--- config.mk ---
export PLATFORM = sky130hd
export DESIGN_NAME = fetch_queue_unit
export DESIGN_NICKNAME = d
export VERILOG_FILES = /design/src/rtl/fetch_queue_unit.sv
export SDC_FILE = /design/constraint.sdc
export NUM_CORES = 1
export LEC_CHECK = 0
export CAP_MARGIN = 25
export CORE_MARGIN = 2
export CORE_UTILIZATION = 52
export DETAILED_ROUTE_END_ITERATION = 6
export GPL_ROUTABILITY_DRIVEN = 0
export HOLD_SLACK_MARGIN = 0.12
export PLACE_DENSITY = 0.9
export SLEW_MARGIN = 20
export SYNTH_ARGS = -nofsm -noshare
export SYNTH_HDL_FRONTEND = slang
export SYNTH_SLANG_ARGS = --single-unit
--- constraint.sdc ---
create_clock -name clk -period 9.8 [get_ports clk]
set_input_delay 1.96 -clock clk [delete_from_list [all_inputs] [get_ports clk]]
set_output_delay 1.96 -clock clk [all_outputs]
set_load 0.02 [all_outputs]
--- src/rtl/fetch_queue_unit.sv ---
// Instruction fetch around the PC: next-address selection, one-cycle imem capture and a
// small (pc, instr) queue toward decode. Define FETCH_PERF_CNT_EN to add stall/flush counters.
module fetch_queue_unit #(
  parameter int unsigned DEPTH   = 2,
  parameter int unsigned INSTR_W = 32,
  parameter int unsigned ADDR_W  = 8
) (
  input  logic               clk,
  input  logic               rst,
  input  logic [ADDR_W-1:0]  curr_addr,
  output logic [ADDR_W-1:0]  next_addr,
  input  logic [INSTR_W-1:0] imem_rdata,
  input  logic               redirect_valid,
  input  logic [ADDR_W-1:0]  redirect_target,
  output logic               id_valid,
  input  logic               id_ready,
  output logic [INSTR_W-1:0] id_instr,
  output logic [ADDR_W-1:0]  id_pc
`ifdef FETCH_PERF_CNT_EN
  ,
  output logic [15:0]        stall_cnt,
  output logic [15:0]        flush_cnt
`endif
);

  localparam int unsigned PtrW = $clog2(DEPTH);
  localparam int unsigned CntW = $clog2(DEPTH + 1);
  localparam logic [ADDR_W:0] LastSeq   = (ADDR_W + 1)'('h7C);
  localparam logic [ADDR_W:0] AddrLimit = (ADDR_W + 1)'('h80);

  typedef enum logic [1:0] {CntEmpty, CntPartial, CntFull} cnt_state_e;

  cnt_state_e         cnt_state;
  logic [CntW-1:0]    count;
  logic [CntW-1:0]    count_d;
  logic [PtrW-1:0]    rd_ptr;
  logic [PtrW-1:0]    wr_ptr;
  logic               inflight;
  logic [ADDR_W-1:0]  inflight_pc;
  logic [ADDR_W-1:0]  mem_pc    [DEPTH];
  logic [INSTR_W-1:0] mem_instr [DEPTH];

  logic               pop;
  logic               issue;
  logic [CntW:0]      occ;
  logic [ADDR_W:0]    seq_sum;
  logic [ADDR_W-1:0]  seq_addr;
  logic [ADDR_W-1:0]  redir_addr;

  assign id_valid = (cnt_state != CntEmpty);
  assign id_instr = id_valid ? mem_instr[rd_ptr] : '0;
  assign id_pc    = id_valid ? mem_pc[rd_ptr] : '0;

  always_comb begin
    pop      = id_valid & id_ready;
    // Slots already promised: queued entries plus the fetch whose data arrives this cycle.
    occ      = (CntW + 1)'(count) + (CntW + 1)'(inflight) - (CntW + 1)'(pop);
    issue    = !rst && !redirect_valid && (occ < (CntW + 1)'(DEPTH));
    count_d  = count + CntW'(inflight) - CntW'(pop);
    seq_sum  = {1'b0, curr_addr} + (ADDR_W + 1)'(4);
    seq_addr = (seq_sum <= LastSeq) ? seq_sum[ADDR_W-1:0] : '0;
    redir_addr = ({1'b0, redirect_target} >= AddrLimit) ? '0
                                                        : {redirect_target[ADDR_W-1:2], 2'b00};
    if (rst) begin
      next_addr = '0;
    end else if (redirect_valid) begin
      next_addr = redir_addr;
    end else if (issue) begin
      next_addr = seq_addr;
    end else begin
      next_addr = curr_addr;
    end
  end

  always_ff @(posedge clk) begin
    if (rst || redirect_valid) begin
      // Flush drops the in-flight word and any same-cycle pop.
      count     <= '0;
      rd_ptr    <= '0;
      wr_ptr    <= '0;
      inflight  <= 1'b0;
      cnt_state <= CntEmpty;
    end else begin
      inflight <= issue;
      if (issue) begin
        inflight_pc <= curr_addr;
      end
      if (inflight) begin
        mem_pc[wr_ptr]    <= inflight_pc;
        mem_instr[wr_ptr] <= imem_rdata;
        wr_ptr            <= wr_ptr + PtrW'(1);
      end
      if (pop) begin
        rd_ptr <= rd_ptr + PtrW'(1);
      end
      count <= count_d;
      if (count_d == '0) begin
        cnt_state <= CntEmpty;
      end else if (count_d == CntW'(DEPTH)) begin
        cnt_state <= CntFull;
      end else begin
        cnt_state <= CntPartial;
      end
    end
  end

`ifdef FETCH_PERF_CNT_EN
  always_ff @(posedge clk) begin
    if (rst) begin
      stall_cnt <= '0;
      flush_cnt <= '0;
    end else if (redirect_valid) begin
      if (flush_cnt != 16'hFFFF) flush_cnt <= flush_cnt + 16'd1;
    end else if (!issue) begin
      if (stall_cnt != 16'hFFFF) stall_cnt <= stall_cnt + 16'd1;
    end
  end
`endif

endmodule

# Word level (Yosys, flattened, before mapping)
# Memories as Yosys holds them, arrays and structs flattened. A register that Yosys moved wholly into a read port is not among the register bits.
# Index checks and enable logic that the tools add are counted.
# Widths: inputs -> output; s select.
[word_totals]
mem_count = 2
elab_cells = 45
output_inout_bits = 49
ram_bits = 80
inputBits = 52
ff_bits = 15
[op_classes]
eq_ne = 1
bitwise = 2
n_lt_le_gt_ge = 3
muxes = 15
addsub = 7
n_reduce_logical = 9
[mem_list]
columns = ["memory", "words", "word_bits", "rd", "rd_ports_with_merged_regs", "wr", "line", "source"]
rows = [
  ["mem_instr", 2, 32, 1, 1, 1, "41", "logic [INSTR_W-1:0] mem_instr [DEPTH];"],
  ["mem_pc", 2, 8, 1, 1, 1, "40", "logic [ADDR_W-1:0] mem_pc [DEPTH];"],
]
[op_table]
columns = ["cell", "n"]
rows = [
  ["$mux 8", 6],
  ["$mux 32", 1],
  ["$add 8x3->9 const B", 1],
  ["$le 9x7->1 const B", 1],
  ["$ge 8x8->1 const B", 1],
  ["$mux 1", 7],
  ["$add 2x1->3", 1],
  ["$lt 3x2->1 const B", 1],
  ["$sub 3x1->3", 1],
  ["$add 1x1->1 const B", 2],
  ["$add 2x1->2", 1],
  ["$eq 2x2->1 const B", 1],
  ["$logic_and 1x1->1", 2],
  ["$logic_not 1->1", 2],
  ["$logic_not 2->1", 1],
  ["$mux 2", 1],
  ["$reduce_and 2->1", 1],
  ["$reduce_bool 2->1", 1],
  ["$reduce_or 2->1", 1],
  ["$sub 2x1->2", 1],
  ["$and 1x1->1", 1],
  ["$logic_or 1x1->1", 1],
  ["$not 1->1", 1],
]

# Logic depth before layout (Yosys ltp)
[logic_depth]
ltp_word = 8
depth_mapped = 13
mapped_depth_nobuf = 12

# Worst setup path after synthesis
# OpenSTA, ideal clock, no wires.
[synth_timing]
kind = "input to output"
startpoint = "input id_ready"
endpoint = "output next_addr[6]"
required_time_ps = 7840
stages = 11
slack_ps = 3510
path_buffers = 1
arrival_ps = 4330
cell_sequence = "and2_1 -> ha_1 -> inv_1 -> ha_1 -> inv_1 -> fa_1 -> xnor2_1 -> and3_1 -> clkbuf_1 -> nand3_1 -> o21ai_0"
[synth_between]
elab_chain_len = 7
[synth_rtl]
columns = ["item", "line", "source"]
rows = [
  ["from (decl)", "16", "input logic id_ready,"],
  ["$and 1x1->1", "55", "pop = id_valid & id_ready;"],
  ["$sub 3x1->3", "57", "occ = (CntW + 1)'(count) + (CntW + 1)'(inflight) - (CntW + 1)'(pop);"],
  ["$lt 3x2->1", "58", "issue = !rst && !redirect_valid && (occ < (CntW + 1)'(DEPTH));"],
  ["$logic_and 1x1->1", "58", ""],
  ["$mux 8", "68", "end else if (issue) begin"],
  ["$mux 8", "66", "end else if (redirect_valid) begin"],
  ["$mux 8", "64", "if (rst) begin"],
  ["to (decl)", "11", "output logic [ADDR_W-1:0] next_addr,"],
]
# Every way passes these cells.

# Worst setup path in the final report
[layout_timing]
startpoint = "input id_ready"
endpoint = "output next_addr[6]"
[layout_between]
elab_chain_len = 7
[layout_rtl]
columns = ["item", "line", "source"]
rows = [
  ["$and 1x1->1", "55", ""],
  ["named net pop", "43", "logic pop;"],
  ["$sub 3x1->3", "57", ""],
  ["$lt 3x2->1", "58", ""],
  ["$logic_and 1x1->1", "58", ""],
  ["$mux 8", "68", ""],
  ["$mux 8", "66", ""],
  ["$mux 8", "64", ""],
]
# The timed path passes the listed nets, and every way through them passes these cells.

==> impl_metrics.ini <==
[status]
status = completed

[grt]
antenna_found_initial = 0
grt_usage = 0.177
overflow = 0
grt_pass1_wl_um = 11500
grt_pass1_vias = 2552
grt_max_degree = 42

[die]
die-area_um2 = 8230
boundaryPins = 101
start_util = 0.539
core_um2 = 7250
num_rows = 31
dieHeight_um = 90.7
die_x_um = 90.7

[cells_and_area]
utilization = 0.716
num-fill-cells = 486
seq_area_um2 = 2800
layout_common_cells = clkdlybuf4s50_1 (98), edfxtp_1 (88), nor2_1 (45), mux2i_1 (40), clkbuf_8 (9)
design_area_um2 = 5190
final_nets = 418
multi_input_area_um2 = 1050
final_cells = 465
area_growth_pct = 32.8
final_common_cell = clkdlybuf4s50_1
drive_gt1_frac = 0.0738
num_antenna_cells = 0

[clock_tree]
post_cts_resized = 0
cts-root-buf = clkbuf_8
postCtsSetupRepairBufs = 0
clock-sinks = 96
path_clk_slew_ps = 90
hold_buffers = 0
clk_latency_ps = 340
clock_path_buffers = 2
htreeDepth = 3
cts_tree = yes
cts_buffers = 9

[sta]
min_period_over_period = 0.733
fin_tns_setup_ps = 0
finalSetupViolCount = 0
skew_ps = 15.2
worstMarginPinSlew_ps = 931
rsz0062_at_grt = false
setup_ws_ps = 2620
maxSlewHeadroom = 0.378
hold_violations = 0
fmax_ghz = 0.139
finalCriticalPeriod_ps = 7180
whs_ps = 452
slew_viol_final = 0

[setup_path]
cp_max_fo = 13
path_class = in2out
end_kind = output pin
start_kind = primary input
cp.required_ps = 7840
worstPathArrival_ps = 5220

[synthesis]
synth_area_um2 = 3910
netlist_instances = 261
synth.avg_cell_area_um2 = 15.0
synthFlopType = edfxtp_1
syn_nets = 318
synth.distinct_cells = 35
ys_seq_elements = 96
yosysWarnings = 0
ys_seq_area_frac = 0.716
synth_edf_count = 88
async_flop_share = 0

[placement]
dpl.cell_count = 449
portBuffers = 98
place_ws_ps = 2660
place_area_um2 = 5000
place.detailed.hpwl_um = 4910

[drt]
wl_per_cell_um = 15.6
dr_total_vias = 2413
vias_per_cell = 5.19
ant_nets = 0
firstDrtPassIters = 4
drt_wl_total_um = 7230
route.detailed.drc = 0
first_iter_violations = 95

[power]
power.density_nw_per_um2 = 153
total_power_mw = 0.796
cellLeakagePower_nw = 1.68
max-vdd-ir-drop_mv = 0.0883

[run]
maxCapViolCount = 0

[min_path]
hp-class = reg2reg
layer usage:
layer | global-route usage | up-vias | part of all wire
met5 | 0 | - | 0
met4 | 0.0679 | 0 | 0.011
met3 | 0.0334 | 10 | 0.043
met2 | 0.318 | 71 | 0.52
met1 | 0.210 | 1163 | 0.43
li1 | - | 1169 | -
sequential cells by signal, indices dropped and copies added, names as in the netlist, named ones only:
name         count
inflight_pc      8
rd_ptr           1
mem_pc          16
cnt_state        2
mem_instr       64
count            2
wr_ptr           1
inflight         1
cell families after synthesis:
logic type      Yosys count  share of synthesized area
flops                    96                      0.716
fa+ha+maj                 5                     0.0179
xor+xnor                  6                     0.0134
simple gates             75                     0.0953
mux                      40                      0.102
compound gates           22                     0.0358
buf+inv                  17                     0.0189
cells in the mapped netlist (2+ instances only):
cell      number  share of area
ha_1           4          0.013
edfxtp_1      88           0.68
o31ai_1        3         0.0058
buf_2          5         0.0064
nand2_1        3         0.0029
nor3b_1        2         0.0038
dfxtp_1        8          0.041
nor3_1         2         0.0026
xnor2_1        5          0.011
clkbuf_1       6         0.0058
nand2b_1       3         0.0048
a21boi_0       2         0.0038
a32oi_1        2         0.0045
and3_1         5         0.0080
nand3_1        3         0.0038
a31oi_1        2         0.0032
a21oi_1        7         0.0090
and2_1         4         0.0064
inv_1          5         0.0048
o21ai_0        3         0.0038
nor2_1        46          0.044
mux2i_1       40           0.10
worst max-delay path, stage by stage:
cell	delay, ps
clkdlybuf4s50_1	440
and2_1	160
ha_1	240
inv_1	70
ha_1	150
inv_1	50
fa_1	370
xnor2_1	260
and3_1	560
nand3_1	140
o21ai_0	190
clkdlybuf4s50_1	630
power breakdown:
part / internal [mW] / switching, mW
combinational: 0.0461 / 0.0460
sequential: 0.455 / 0.00279
clock: 0.119 / 0.127
total: 0.620 / 0.176
area by class of cell:
cell class | instances | share of cell area
Inverter | 5 | 0.00361
Tap cell | 99 | 0.0238
Multi-Input combinational cell | 148 | 0.202
Clock inverter | 6 | 0.0130
Timing Repair Buffer | 101 | 0.193
Sequential cell | 96 | 0.540
Clock buffer | 10 | 0.0246
worst paths after layout:
| check | start | to | slack (ps) | depth (start not counted) |
|---|---|---|---|---|
| hold reg to reg | inflight_pc[4] | mem_pc[0][4] | 450 | 0 |
| setup / recovery | id_ready | next_addr[6] | 2620 | 12 |
| hold / removal | inflight_pc[4] | mem_pc[0][4] | 450 | 0 |
| setup reg to reg | cnt_state[1] | inflight_pc[2] | 6250 | 10 |
(Power assumes the default switching activity.)
==> RTL change 1, RTL diff (same settings) <==
The parameter `INSTR_W` goes from 32 to 16.
--- a/src/rtl/fetch_queue_unit.sv
+++ b/src/rtl/fetch_queue_unit.sv
@@ -2,7 +2,7 @@
 // small (pc, instr) queue toward decode. Define FETCH_PERF_CNT_EN to add stall/flush counters.
 module fetch_queue_unit #(
   parameter int unsigned DEPTH   = 2,
-  parameter int unsigned INSTR_W = 32,
+  parameter int unsigned INSTR_W = 16,
   parameter int unsigned ADDR_W  = 8
 ) (
   input  logic               clk,
Interface: changed (resized id_instr and imem_rdata); port bits go from 101 to 69. No check against the original RTL was run, so the function may have changed too.
==> RTL change 1 against the unedited design <==
  * Sequential cell count shrank 32
  * Non-clock buffer count shrank 31
  * Clock power shrank 29%
  * Hold slack lost 0.0091 ns
  * Synthesized area shrank 31%
  * Sequential share of layout area shrank 3.2 points
  * Routed wire length shrank 28%
  * Combinational power shrank 24%
  * Design area shrank 30%
  * Total power shrank 31%
  * Final cell count shrank 27%
  * Utilization shrank 0.15 points
  * Worst setup slack lost 0.040 ns
  * Largest power group unchanged
  * Highest routed layer unchanged
==> RTL change 1: results (changes against the unedited design) <==
reg2reg path depth = 9 (was 10)
hold buffers post-CTS = 0 (unchanged)
met1 usage = 0.237 (was 0.210)
P_seq = 0.306 mW (was 0.458 mW)
Fin Clk Skew = 0.00367 ns (was 0.0152 ns)
Reg clk slew, reported paths = 0.06 ns (was 0.09 ns)
drt first pass iters = 4 (unchanged)
initial antenna violation count = 0 (unchanged)
share of post-route cells with drive strength above 1 = 0.0886 (was 0.0738)
reg2reg start = cnt_state[1] (unchanged)
DRT met1 WL = 2170 um (was 3090 um)
clk pwr = 0.174 mW (was 0.246 mW)
Critical Path AT = 5.26 ns (was 5.22 ns)
hold path depth = 0 (unchanged)
Nets = 307 (was 418)
CTS buffer count = 9 (unchanged)
Pint = 0.425 mW (was 0.620 mW)
met2 Use GR = 0.304 (was 0.318)
GRT Total Usage = 0.190 (was 0.177)
Max Used Layer = met4 (unchanged)
clock latency on the worst-skew pair = 0.32 ns (was 0.34 ns)
WL met2 = 2560 um (was 3760 um)
pin count of the biggest net entering global routing = 27 (was 42)
post-synthesis cell type count = 36 (was 35)
Net Sw Frac = 0.227 (was 0.221)
worst hold endpoint = mem_pc[1][0] (was mem_pc[0][4])
Max rail drop VDD = 0.0000732 V (was 0.0000883 V)
largest cells by area after synthesis = edfxtp_1 (62%), mux2i_1 (8.9%), dfxtp_1 (5.9%) (was edfxtp_1 (68%), mux2i_1 (10%), nor2_1 (4.4%))
leakage = 1.21 nW (was 1.68 nW)
Hold Path Class = reg2reg (unchanged)
IO buf count = 66 (was 98)
Post-synth ARST share = 0 (unchanged)
FF-to-FF setup slack = 6.73 ns (was 6.25 ns)
wire length on met3 = 329 um (was 310 um)
number of global-route vias before repair = 1792 (was 2552)
ant diodes = 0 (unchanged)
sequential area share after synthesis = 0.679 (was 0.716)
Routed wire per std cell = 15.2 um (was 15.6 um)
met3 Use GR = 0.0533 (was 0.0334)
status = completed (unchanged)
post-route ant nets = 0 (unchanged)
number of DRC markers in iteration 0 = 118 (was 95)
critical-path maximum fanout = 13 (unchanged)
CTS Buffer Depth = 2 (unchanged)
PostCTS Resize Cnt = 0 (unchanged)
most common library cells after synthesis = edfxtp_1 (56), nor2_1 (30), mux2i_1 (24) (was edfxtp_1 (88), nor2_1 (46), mux2i_1 (40))
Mapped Nets = 234 (was 318)
Post-CTS Setup Bufs = 0 (unchanged)
DP Worst Slack = 2.60 ns (was 2.66 ns)
root buf cell = clkbuf_8 (unchanged)
reg2reg end = inflight_pc[5] (was inflight_pc[2])
dpl hpwl = 3610 um (was 4910 um)
Worst-Margin Slew = 0.630 ns (was 0.931 ns)
EDFF count, synth = 56 (was 88)
Vias = 1779 (was 2413)
hold slack = 0.443 ns (was 0.452 ns)
first-pass GRT wire length = 8470 um (was 11500 um)
hold_sp = inflight_pc[0] (was inflight_pc[4])
top flop regs = mem_instr x32, mem_pc x16, inflight_pc x8 (was mem_instr x64, mem_pc x16, inflight_pc x8)
-- RTL change 1: cell type report --
| type | count | area, um2 |
|---|---|---|
| inverters | 5 | 18.8 |
| clock inverters | 6 | 26.3 |
| well taps | 70 | 87.6 |
| fillers | 357 | 1450 |
| clock buffers | 10 | 128 |
| flip-flops and latches | 64 | 1840 |
| repair buffers | 70 | 702 |
| multi-input cells | 116 | 823 |
-- RTL change 1: critical path, stage by stage --
cell and delay [ns]:
clkdlybuf4s50_1 0.44, nor2b_1 0.22, ha_1 0.27, inv_1 0.06, ha_1 0.13, inv_1 0.05, fa_1 0.37, xnor2_1 0.27
and3_1 0.54, nand3_1 0.14, o21ai_0 0.19, clkdlybuf4s50_1 0.63
-- RTL change 1: kinds of logic (layout without fill, tap and decap cells) --
| logic type | Yosys count | in the layout | share of synthesized area |
|---|---|---|---|
| buffers and inverters | 13 | 91 | 0.0207 |
| and+or+nand+nor | 59 | 59 | 0.115 |
| xor gates and xnor gates | 6 | 6 | 0.0194 |
| adders and majority gates | 5 | 5 | 0.0258 |
| muxes | 24 | 24 | 0.0885 |
| DFF | 64 | 64 | 0.679 |
| AOI/OAI and AO/OA | 22 | 22 | 0.0516 |
-- RTL change 1: per-stage QoR --
step,instances,area (um2)
CTS,340,3620
finish,341,3630
floorplan,193,2710
global placement,323,3450
global route,341,3630
detailed placement,324,3460
-- RTL change 1: worst max-delay path by stage --
stage / from / to / slack, ns / depth (start not counted)
floorplan: id_ready / next_addr[6] / 3.49 / 11
global placement: id_ready / next_addr[6] / 2.62 / 12
detailed placement: id_ready / next_addr[6] / 2.60 / 12
CTS: id_ready / next_addr[6] / 2.57 / 12
global route: id_ready / next_addr[6] / 2.25 / 12
finish: id_ready / next_addr[6] / 2.58 / 12
==> RTL change 2, RTL diff (same flow settings) <==
Made on the original files. Register the input `redirect_target` before use. The logic sees it one clock later. The other inputs are not delayed to match.
--- a/src/rtl/fetch_queue_unit.sv
+++ b/src/rtl/fetch_queue_unit.sv
@@ -30,6 +30,12 @@
 
   typedef enum logic [1:0] {CntEmpty, CntPartial, CntFull} cnt_state_e;
 
+  logic [ADDR_W-1:0] redirect_target_q;
+
+  always_ff @(posedge clk) begin
+    redirect_target_q <= redirect_target;
+  end
+
   cnt_state_e         cnt_state;
   logic [CntW-1:0]    count;
   logic [CntW-1:0]    count_d;
@@ -59,8 +65,8 @@
     count_d  = count + CntW'(inflight) - CntW'(pop);
     seq_sum  = {1'b0, curr_addr} + (ADDR_W + 1)'(4);
     seq_addr = (seq_sum <= LastSeq) ? seq_sum[ADDR_W-1:0] : '0;
-    redir_addr = ({1'b0, redirect_target} >= AddrLimit) ? '0
-                                                        : {redirect_target[ADDR_W-1:2], 2'b00};
+    redir_addr = ({1'b0, redirect_target_q} >= AddrLimit) ? '0
+                                                        : {redirect_target_q[ADDR_W-1:2], 2'b00};
     if (rst) begin
       next_addr = '0;
     end else if (redirect_valid) begin
Function: changed (Yosys sat finds a counterexample within 4 cycles, from zero or initial values).
==> RTL change 2 against the unedited design <==
  * Register-to-register slack better by 0.18 ns
  * Routed wire length shrank 2.6%
  * Worst setup slack better by 0.016 ns
  * Synthesized area rose by 3.5%
  * Synthesized cell count rose by 2.7%
  * Global-route usage down 0.42 points
  * Sequential cell count grew 6
  * Total power increased by 0.47%
  * Clock power down 8.5%
  * Design area up 2.0%
  * Largest power group unchanged
==> RTL change 2: results (changes against the unedited design) <==
status = completed (unchanged)
switching pwr = 0.181 mW (was 0.176 mW)
Non-Filler Instances = 474 (was 465)
Net Sw Frac = 0.226 (was 0.221)
WL met2 = 3650 um (was 3760 um)
largest cells by area after synthesis = edfxtp_1 (65%), mux2i_1 (9.9%), dfxtp_1 (6.9%) (was edfxtp_1 (68%), mux2i_1 (10%), nor2_1 (4.4%))
met1 usage = 0.196 (was 0.210)
Placed Cells = 458 (was 449)
#MultiIn Comb = 144 (was 148)
share of post-route cells with drive strength above 1 = 0.0806 (was 0.0738)
clk tree area frac = 0.0316 (was 0.0376)
Mapped Area = 4050 um2 (was 3910 um2)
Final non-clock buffer share = 0.188 (was 0.193)
P_seq = 0.484 mW (was 0.458 mW)
met3 Use GR = 0.0386 (was 0.0334)
routed wire length = 7050 um (was 7230 um)
met2 Use GR = 0.313 (was 0.318)
first-pass GRT wire length = 11300 um (was 11500 um)
Filler cells = 536 (was 486)
placed instance area = 5130 um2 (was 5000 um2)
Max rail drop VDD = 0.0000807 V (was 0.0000883 V)
clock buffers = 11 (was 10)
reg2reg path depth = 11 (was 10)
DRT met1 WL = 2860 um (was 3090 um)
leakage = 1.74 nW (was 1.68 nW)
Nets = 424 (was 418)
number of global-route vias before repair = 2530 (was 2552)
dpl hpwl = 4700 um (was 4910 um)
number of DRC markers in iteration 0 = 90 (was 95)
==> RTL change 2: path summary, 6_finish.rpt <==
| check | endpoint | slack (ns) |
|---|---|---|
| setup / recovery | next_addr[2] | 2.63 |
| hold / removal | mem_pc[0][4] | 0.46 |
| setup reg to reg | inflight_pc[0] | 6.43 |
| hold reg to reg | mem_pc[0][4] | 0.46 |
==> RTL change 2: critical path: stages <==
cell and delay [ns]:
clkdlybuf4s50_1 0.44, and2_1 0.16, ha_1 0.25, inv_1 0.06, ha_1 0.13, inv_1 0.05
fa_1 0.37, xnor2_1 0.37, nand3_2 0.16, clkinv_2 0.21, nor2_1 0.08, o21ai_0 0.15
and4_1 0.21, clkdlybuf4s50_1 0.61
==> RTL change 2: logic make-up (layout without fill, tap and decap cells) <==
group	Yosys count	after routing	synth area share
simple gates	74	74	0.0890
compound gates	20	20	0.0386
xor+xnor	5	5	0.0108
flops	102	102	0.722
mux	40	40	0.0989
buf+inv	22	126	0.0238
fa+ha+maj	5	5	0.0173
